===== src/rtl/wb_timer_pkg.sv =====
`timescale 1ns/1ps
`default_nettype none
// ============================================================================
// Module      : wb_timer_pkg
// Description : Register map, CTRL bit positions, reset values and the
//               byte-lane merge helper shared by the Wishbone timer.
// Revision    : 1.0 - initial release
// ============================================================================
package wb_timer_pkg;

    // Word offsets decoded from wb_adr_i[4:2]
    localparam logic [2:0] ADR_CTRL     = 3'd0;
    localparam logic [2:0] ADR_PRESCALE = 3'd1;
    localparam logic [2:0] ADR_COUNT    = 3'd2;
    localparam logic [2:0] ADR_CMP      = 3'd3;
    localparam logic [2:0] ADR_STATUS   = 3'd4;

    // CTRL register layout
    localparam int CTRL_W        = 3;
    localparam int CTRL_EN       = 0;
    localparam int CTRL_IRQ_EN   = 1;
    localparam int CTRL_AUTO_RLD = 2;

    // Compare register comes out of reset at all-ones so a fresh counter
    // does not match immediately.
    localparam logic [31:0] CMP_RST = 32'hFFFF_FFFF;

    // Replace only the bytes whose lane enable is set.
    function automatic logic [31:0] byte_merge(input logic [31:0] old_val,
                                               input logic [31:0] new_val,
                                               input logic [3:0]  sel);
        logic [31:0] merged;
        merged = old_val;
        for (int i = 0; i < 4; i++) begin
            if (sel[i]) begin
                merged[8*i +: 8] = new_val[8*i +: 8];
            end
        end
        return merged;
    endfunction

endpackage : wb_timer_pkg
`default_nettype wire


===== src/rtl/wb_timer_prescaler.sv =====
`timescale 1ns/1ps
`default_nettype none
// ============================================================================
// Module      : wb_timer_prescaler
// Description : Divides the system clock by (prescale+1) and emits a
//               single-cycle tick; held in reset while disabled.
// Revision    : 1.0 - initial release
// ============================================================================
module wb_timer_prescaler #(
    parameter int PRESCALE_W = 16
) (
    input  logic                  clk,
    input  logic                  reset_n,
    input  logic                  en,
    input  logic                  load_clr,
    input  logic [PRESCALE_W-1:0] prescale,
    output logic                  tick
);

    localparam logic [PRESCALE_W-1:0] C_ONE = {{(PRESCALE_W-1){1'b0}}, 1'b1};

    logic [PRESCALE_W-1:0] pcnt_q;
    logic [PRESCALE_W-1:0] pcnt_d;

    // Tick on the cycle the counter has reached the programmed terminal value
    assign tick = en && (pcnt_q == prescale);

    // Next prescale count: cleared when disabled, reprogrammed or wrapping
    always_comb begin
        pcnt_d = pcnt_q;
        if (!en || load_clr) begin
            pcnt_d = '0;
        end else if (tick) begin
            pcnt_d = '0;
        end else begin
            pcnt_d = pcnt_q + C_ONE;
        end
    end

    // Prescale counter register
    always_ff @(posedge clk or negedge reset_n) begin
        if (!reset_n) begin
            pcnt_q <= '0;
        end else begin
            pcnt_q <= pcnt_d;
        end
    end

endmodule : wb_timer_prescaler
`default_nettype wire


===== src/rtl/wb_timer.sv =====
`timescale 1ns/1ps
`default_nettype none
// ============================================================================
// Module      : wb_timer
// Description : Wishbone classic slave timer: prescaled 32-bit up-counter,
//               32-bit compare, sticky match flag, level irq, auto-reload.
// Revision    : 1.0 - initial release
// ============================================================================
module wb_timer
    import wb_timer_pkg::*;
#(
    parameter int PRESCALE_W = 16
) (
    input  logic        clk,
    input  logic        reset_n,
    input  logic [31:0] wb_adr_i,
    input  logic [31:0] wb_dat_i,
    input  logic [3:0]  wb_sel_i,
    input  logic        wb_we_i,
    input  logic        wb_cyc_i,
    input  logic        wb_stb_i,
    output logic [31:0] wb_dat_o,
    output logic        wb_ack_o,
    output logic        wb_err_o,
    output logic        irq_o
);

    // Registers
    logic [CTRL_W-1:0]     ctrl_q,     ctrl_d;
    logic [PRESCALE_W-1:0] prescale_q, prescale_d;
    logic [31:0]           count_q,    count_d;
    logic [31:0]           cmp_q,      cmp_d;
    logic                  match_q,    match_d;
    logic                  ack_q,      ack_d;
    logic                  err_q,      err_d;
    logic [31:0]           dat_q,      dat_d;

    // Decode / datapath wires
    logic [2:0]  w_off;
    logic        w_req;
    logic        w_mapped;
    logic        w_wr;
    logic        w_tick;
    logic        w_hit;
    logic        w_prescale_wr;
    logic [31:0] w_rdata;
    logic        w_unused_ok;

    // Only the word-offset bits take part in decoding
    assign w_unused_ok = &{1'b0, wb_adr_i[31:5], wb_adr_i[1:0]};

    assign w_off         = wb_adr_i[4:2];
    assign w_req         = wb_cyc_i && wb_stb_i && !ack_q && !err_q;
    assign w_mapped      = (w_off <= ADR_STATUS);
    assign w_wr          = w_req && w_mapped && wb_we_i;
    assign w_prescale_wr = w_wr && (w_off == ADR_PRESCALE);
    // Compare always sees the register values from before any same-cycle write
    assign w_hit         = w_tick && (count_q == cmp_q);

    wb_timer_prescaler #(
        .PRESCALE_W (PRESCALE_W)
    ) u_prescaler (
        .clk      (clk),
        .reset_n  (reset_n),
        .en       (ctrl_q[CTRL_EN]),
        .load_clr (w_prescale_wr),
        .prescale (prescale_q),
        .tick     (w_tick)
    );

    // Read-data multiplexer; unused bits and unmapped offsets read as zero
    always_comb begin
        w_rdata = '0;
        case (w_off)
            ADR_CTRL:     w_rdata = {{(32-CTRL_W){1'b0}}, ctrl_q};
            ADR_PRESCALE: w_rdata = 32'(prescale_q);
            ADR_COUNT:    w_rdata = count_q;
            ADR_CMP:      w_rdata = cmp_q;
            ADR_STATUS:   w_rdata = {31'b0, match_q};
            default:      w_rdata = '0;
        endcase
    end

    // Bus response, register writes, counter and match update
    always_comb begin
        ack_d      = w_req && w_mapped;
        err_d      = w_req && !w_mapped;
        dat_d      = (w_req && w_mapped && !wb_we_i) ? w_rdata : 32'd0;
        ctrl_d     = ctrl_q;
        prescale_d = prescale_q;
        count_d    = count_q;
        cmp_d      = cmp_q;
        match_d    = match_q;

        // Counter advance; a match either reloads or keeps counting
        if (w_tick) begin
            if (w_hit && ctrl_q[CTRL_AUTO_RLD]) begin
                count_d = 32'd0;
            end else begin
                count_d = count_q + 32'd1;
            end
        end

        if (w_wr) begin
            case (w_off)
                ADR_CTRL: begin
                    if (wb_sel_i[0]) begin
                        ctrl_d = wb_dat_i[CTRL_W-1:0];
                    end
                end
                ADR_PRESCALE: begin
                    for (int i = 0; i < PRESCALE_W; i++) begin
                        if (wb_sel_i[i/8]) begin
                            prescale_d[i] = wb_dat_i[i];
                        end
                    end
                end
                // Bus write takes precedence over the tick update
                ADR_COUNT: count_d = byte_merge(count_q, wb_dat_i, wb_sel_i);
                ADR_CMP:   cmp_d   = byte_merge(cmp_q, wb_dat_i, wb_sel_i);
                ADR_STATUS: begin
                    if (wb_sel_i[0] && wb_dat_i[0]) begin
                        match_d = 1'b0;
                    end
                end
                default: ;
            endcase
        end

        // A new match wins over a same-cycle write-1-to-clear
        if (w_hit) begin
            match_d = 1'b1;
        end
    end

    // State registers
    always_ff @(posedge clk or negedge reset_n) begin
        if (!reset_n) begin
            ctrl_q     <= '0;
            prescale_q <= '0;
            count_q    <= '0;
            cmp_q      <= CMP_RST;
            match_q    <= 1'b0;
            ack_q      <= 1'b0;
            err_q      <= 1'b0;
            dat_q      <= '0;
        end else begin
            ctrl_q     <= ctrl_d;
            prescale_q <= prescale_d;
            count_q    <= count_d;
            cmp_q      <= cmp_d;
            match_q    <= match_d;
            ack_q      <= ack_d;
            err_q      <= err_d;
            dat_q      <= dat_d;
        end
    end

    assign wb_ack_o = ack_q;
    assign wb_err_o = err_q;
    assign wb_dat_o = dat_q;
    assign irq_o    = match_q && ctrl_q[CTRL_IRQ_EN];

endmodule : wb_timer
`default_nettype wire


===== config.mk =====
export PLATFORM = sky130hd
export DESIGN_NAME = wb_timer
export DESIGN_NICKNAME = d
export VERILOG_FILES = /design/src/rtl/wb_timer_pkg.sv /design/src/rtl/wb_timer_prescaler.sv /design/src/rtl/wb_timer.sv
export SDC_FILE = /design/constraint.sdc
export NUM_CORES = 1
export LEC_CHECK = 0
export ABC_AREA = 1
export CAP_MARGIN = 5
export CORE_ASPECT_RATIO = 0.75
export CORE_UTILIZATION = 45
export DETAILED_ROUTE_END_ITERATION = 7
export PLACE_DENSITY = 0.74
export SETUP_SLACK_MARGIN = 0.05
export SYNTH_ARGS = -nofsm -noshare
export SYNTH_HDL_FRONTEND = slang
export SYNTH_SLANG_ARGS = --single-unit

===== constraint.sdc =====
create_clock -name clk -period 2.4 [get_ports clk]
set_input_delay 0.24 -clock clk [delete_from_list [all_inputs] [get_ports clk]]
set_output_delay 0.24 -clock clk [all_outputs]
set_load 0.05 [all_outputs]

==> qor.yml <==
n_antenna_cell: 0
area.growth.synth_to_final_pct: 21.6
crit_fanout: 6
final_nets: 1346
avgSynthCellArea_um2: 6.89
synthMuxAreaShare_pct: 0.139
switching_share_pct: 32.5
intPower_w: 0.00455
required_ns: 2.77
synth_xor_area_share_pct: 2.27
core_um2: 17600
synth-adder-area-share_pct: 0.310
ys_types: 45
dpl.cell_count: 1493
drive_gt1_share_pct: 11.1
grt_first_pass_wirelength_um: 36600
cp_num_buf_inv: 1
cpLargestDelayFamily: "simple AND/OR/NAND/NOR gates"
end_kind: "flop"
seqPwrFrac_pct: 41.5
synth_top_family_by_area: "simple AND/OR/NAND/NOR gates"
finalCriticalPeriod_ns: 2.17
io_pins: 108
p_per_area_nw_per_um2: 686
p_sw_w: 0.00219
fin_skew_ns: 0.0138
antenna_found_initial: 0
worstSetupStartpointType: "flop"
ys_ff_latch: 134
comb_power_share_pct: 19.3
drtIter0Drc: 922
hold_path_class: "in -> reg"
final_common_cell: "nand2_1"
die_height_um: 118
gr-total-overflow: 0
max_freq_mhz: 462
cts_sinks: 134
worstPathArrival_ns: 2.54
grt_max_degree: 63
clockPowerShare_pct: 39.2
cp_slowest_cell: "dfrtp_1"
tightestPinTransition_ns: 0.598
synth-seq-area-share_pct: 42.0
cts_buffers: 17
fill_cells: 1624
final_cells: 1526
hold_end: "cmp_q[25]"
placementRows: 42
rsz0062_at_grt: "yes"
cts_max_level: 4
clkTransAtPathRegs_ns: 0.07
status: "completed"
ant_nets: 0
synth-edff-count: 0
via_per_inst: 5.09
rr_startpoint: "count_q[0]"
dr.pass1.iters: 5
rr_worst_depth: 13
syn_inst: 1173
critical_path_class: "reg -> reg"
postSynthNetCount: 1248
place_congestion: 0.903
tns_ns: 0
num_vias: 7767
first_global_vias: 7036
yosys_warnings: 0
timing.final.crit_share_pct: 90.3
synth_compound_area_share_pct: 9.87
max-cap-violations: 0
drc: 0
synth-simple-area-share_pct: 35.0
reg2reg_to: "count_q[30]"
clockRootBuffer: "clkbuf_16"
async_flop_share_pct: 100
clockBufferDepth: 2
synth-main-ff-cell: "dfrtp_1"
final_cell_mix: "nand2_1, nor2_1, inv_1, dfrtp_1, clkdlybuf4s50_1"
critPathMaxStageDelay_ns: 0.44
slew_violations: 0
dpl.hpwl_um: 16600
syn-cell-area_um2: 8090
ir_drop_mv: 0.376
r2r_slack_ns: 0.23
initial_core_util_pct: 45.9
setup_viol: 0
hold_start: "wb_dat_i[25]"
cts_tree: "done"
wl_um: 22500
p_leak_nw: 4.60
grt_use_total_pct: 25.6
cp_cell_sequence: "ha_1 > nand2_1 > nor2_4 > nand3_1 > inv_1 > nand3_1 > nor2_1 > nand2_1 > nand2_1 > nand2_1 > nor2_1 > nor2_1 > nor2_1"
post_cts_buffers: 0
design.die.area_um2: 18500
wl_per_cell_um: 14.8
relSlewSlack_pct: 60.1
portBuffers: 78
insertion_delay_ns: 0.44
hold-path-cell-count: 3
die_x_um: 157
final_hold_viol_count: 0
==> sequential cells by signal, indices dropped and copies added, names as in the netlist <==
name	cells
u_prescaler.pcnt_q	16
wb_dat_o	32
wb_err_o	1
cmp_q	32
count_q	32
prescale_q	16
match_q	1
wb_ack_o	1
ctrl_q	3
==> cells in the mapped netlist (2+ instances only) <==
library cell / number / area share [%]
xor2_1: 21 / 2.3
buf_6: 9 / 1.3
o21ai_2: 8 / 0.87
buf_4: 10 / 0.93
inv_1: 137 / 6.4
nand2_1: 381 / 18
and2_1: 2 / 0.15
a41oi_1: 2 / 0.22
buf_2: 7 / 0.43
nor2_2: 8 / 0.62
nand3_1: 43 / 2.7
nor3b_1: 3 / 0.28
nand4_1: 19 / 1.5
o21ai_0: 62 / 3.8
nor3_1: 13 / 0.80
nor4_1: 3 / 0.23
inv_2: 5 / 0.23
a21oi_1: 50 / 3.1
nor2_1: 201 / 9.3
nor3_2: 2 / 0.25
a22oi_1: 7 / 0.65
ha_1: 2 / 0.31
dfrtp_1: 102 / 32
a31oi_1: 9 / 0.70
nor2_4: 2 / 0.28
dfstp_2: 32 / 10
or2_0: 2 / 0.15
clkbuf_1: 14 / 0.65
==> cells by family after synthesis <==
group                      count (synthesis)
and+or+nand+nor                          686
buffers and inverters                    186
AOI/OAI and AO/OA                        143
DFF                                      134
xor gates and xnor gates                  21
adders and majority gates                  2
muxes                                      1
==> repair_timing <==
action / 4_1_cts / 5_1_grt
endpoints found under the setup margin: 0 / 22
hold buffers: 1 / 0
gates resized for setup: 0 / 4
endpoints found under the hold margin: 44 / 0
==> worst min-delay path, cell delays in order <==
cell and delay [ns]:
clkdlybuf4s50_1 0.39, inv_1 0.07, o21ai_0 0.08
==> metrics by stage <==
step,hold WS [ns],power [W],util [%],instance area [um2],setup slack (ns)
5_1_grt,0.390,0.00708,55.8,9830,-0.00190
3_3_place_gp,0.267,0.00406,52.3,9210,0.163
3_5_place_dp,0.267,0.00409,52.3,9210,0.105
6_report,0.350,0.00674,55.8,9830,0.233
4_1_cts,0.347,0.00675,55.7,9810,0.144
2_1_floorplan,-0.0556,0.00364,-,8090,0.495
==> final cells by class <==
class | instances | area [um2] | area share, %
Clock buffer | 17 | 425 | 4.33
Clock inverter | 15 | 169 | 1.72
Inverter | 143 | 542 | 5.51
Multi-Input combinational cell | 853 | 3870 | 39.4
Sequential cell | 134 | 3390 | 34.5
Tap cell | 242 | 303 | 3.08
Timing Repair Buffer | 122 | 1130 | 11.5
==> layer usage <==
metal / share of wire, % / vias to the layer above / track usage (%)
met3: 9.3 / 22 / 5.56
met5: 0 / - / 0
li1: - / 3859 / -
met2: 41 / 318 / 35.9
met4: 1.1 / 0 / 5.82
met1: 48 / 3568 / 39.7
==> power by group through the flow <==
stage,combinational [W],clock [W],sequential [W]
2_1_floorplan,0.000913,0,0.00273
3_3_place_gp,0.00124,0,0.00282
3_5_place_dp,0.00126,0,0.00283
4_1_cts,0.00128,0.00267,0.00279
5_1_grt,0.00147,0.00277,0.00284
6_report,0.00130,0.00264,0.00280
==> worst max path at each step <==
stage                     start        endpoint  slack (ns)  cells after the start
finish               count_q[0]     count_q[30]        0.23                     13
global route         count_q[0]     count_q[30]      -0.002                     13
CTS                  count_q[0]     count_q[30]        0.14                     13
detailed placement  wb_adr_i[3]      count_q[5]        0.11                     12
global placement    wb_adr_i[3]     count_q[24]        0.16                     12
floorplan              wb_ack_o  prescale_q[13]        0.50                      9
Power figures use the tool's default switching activity.
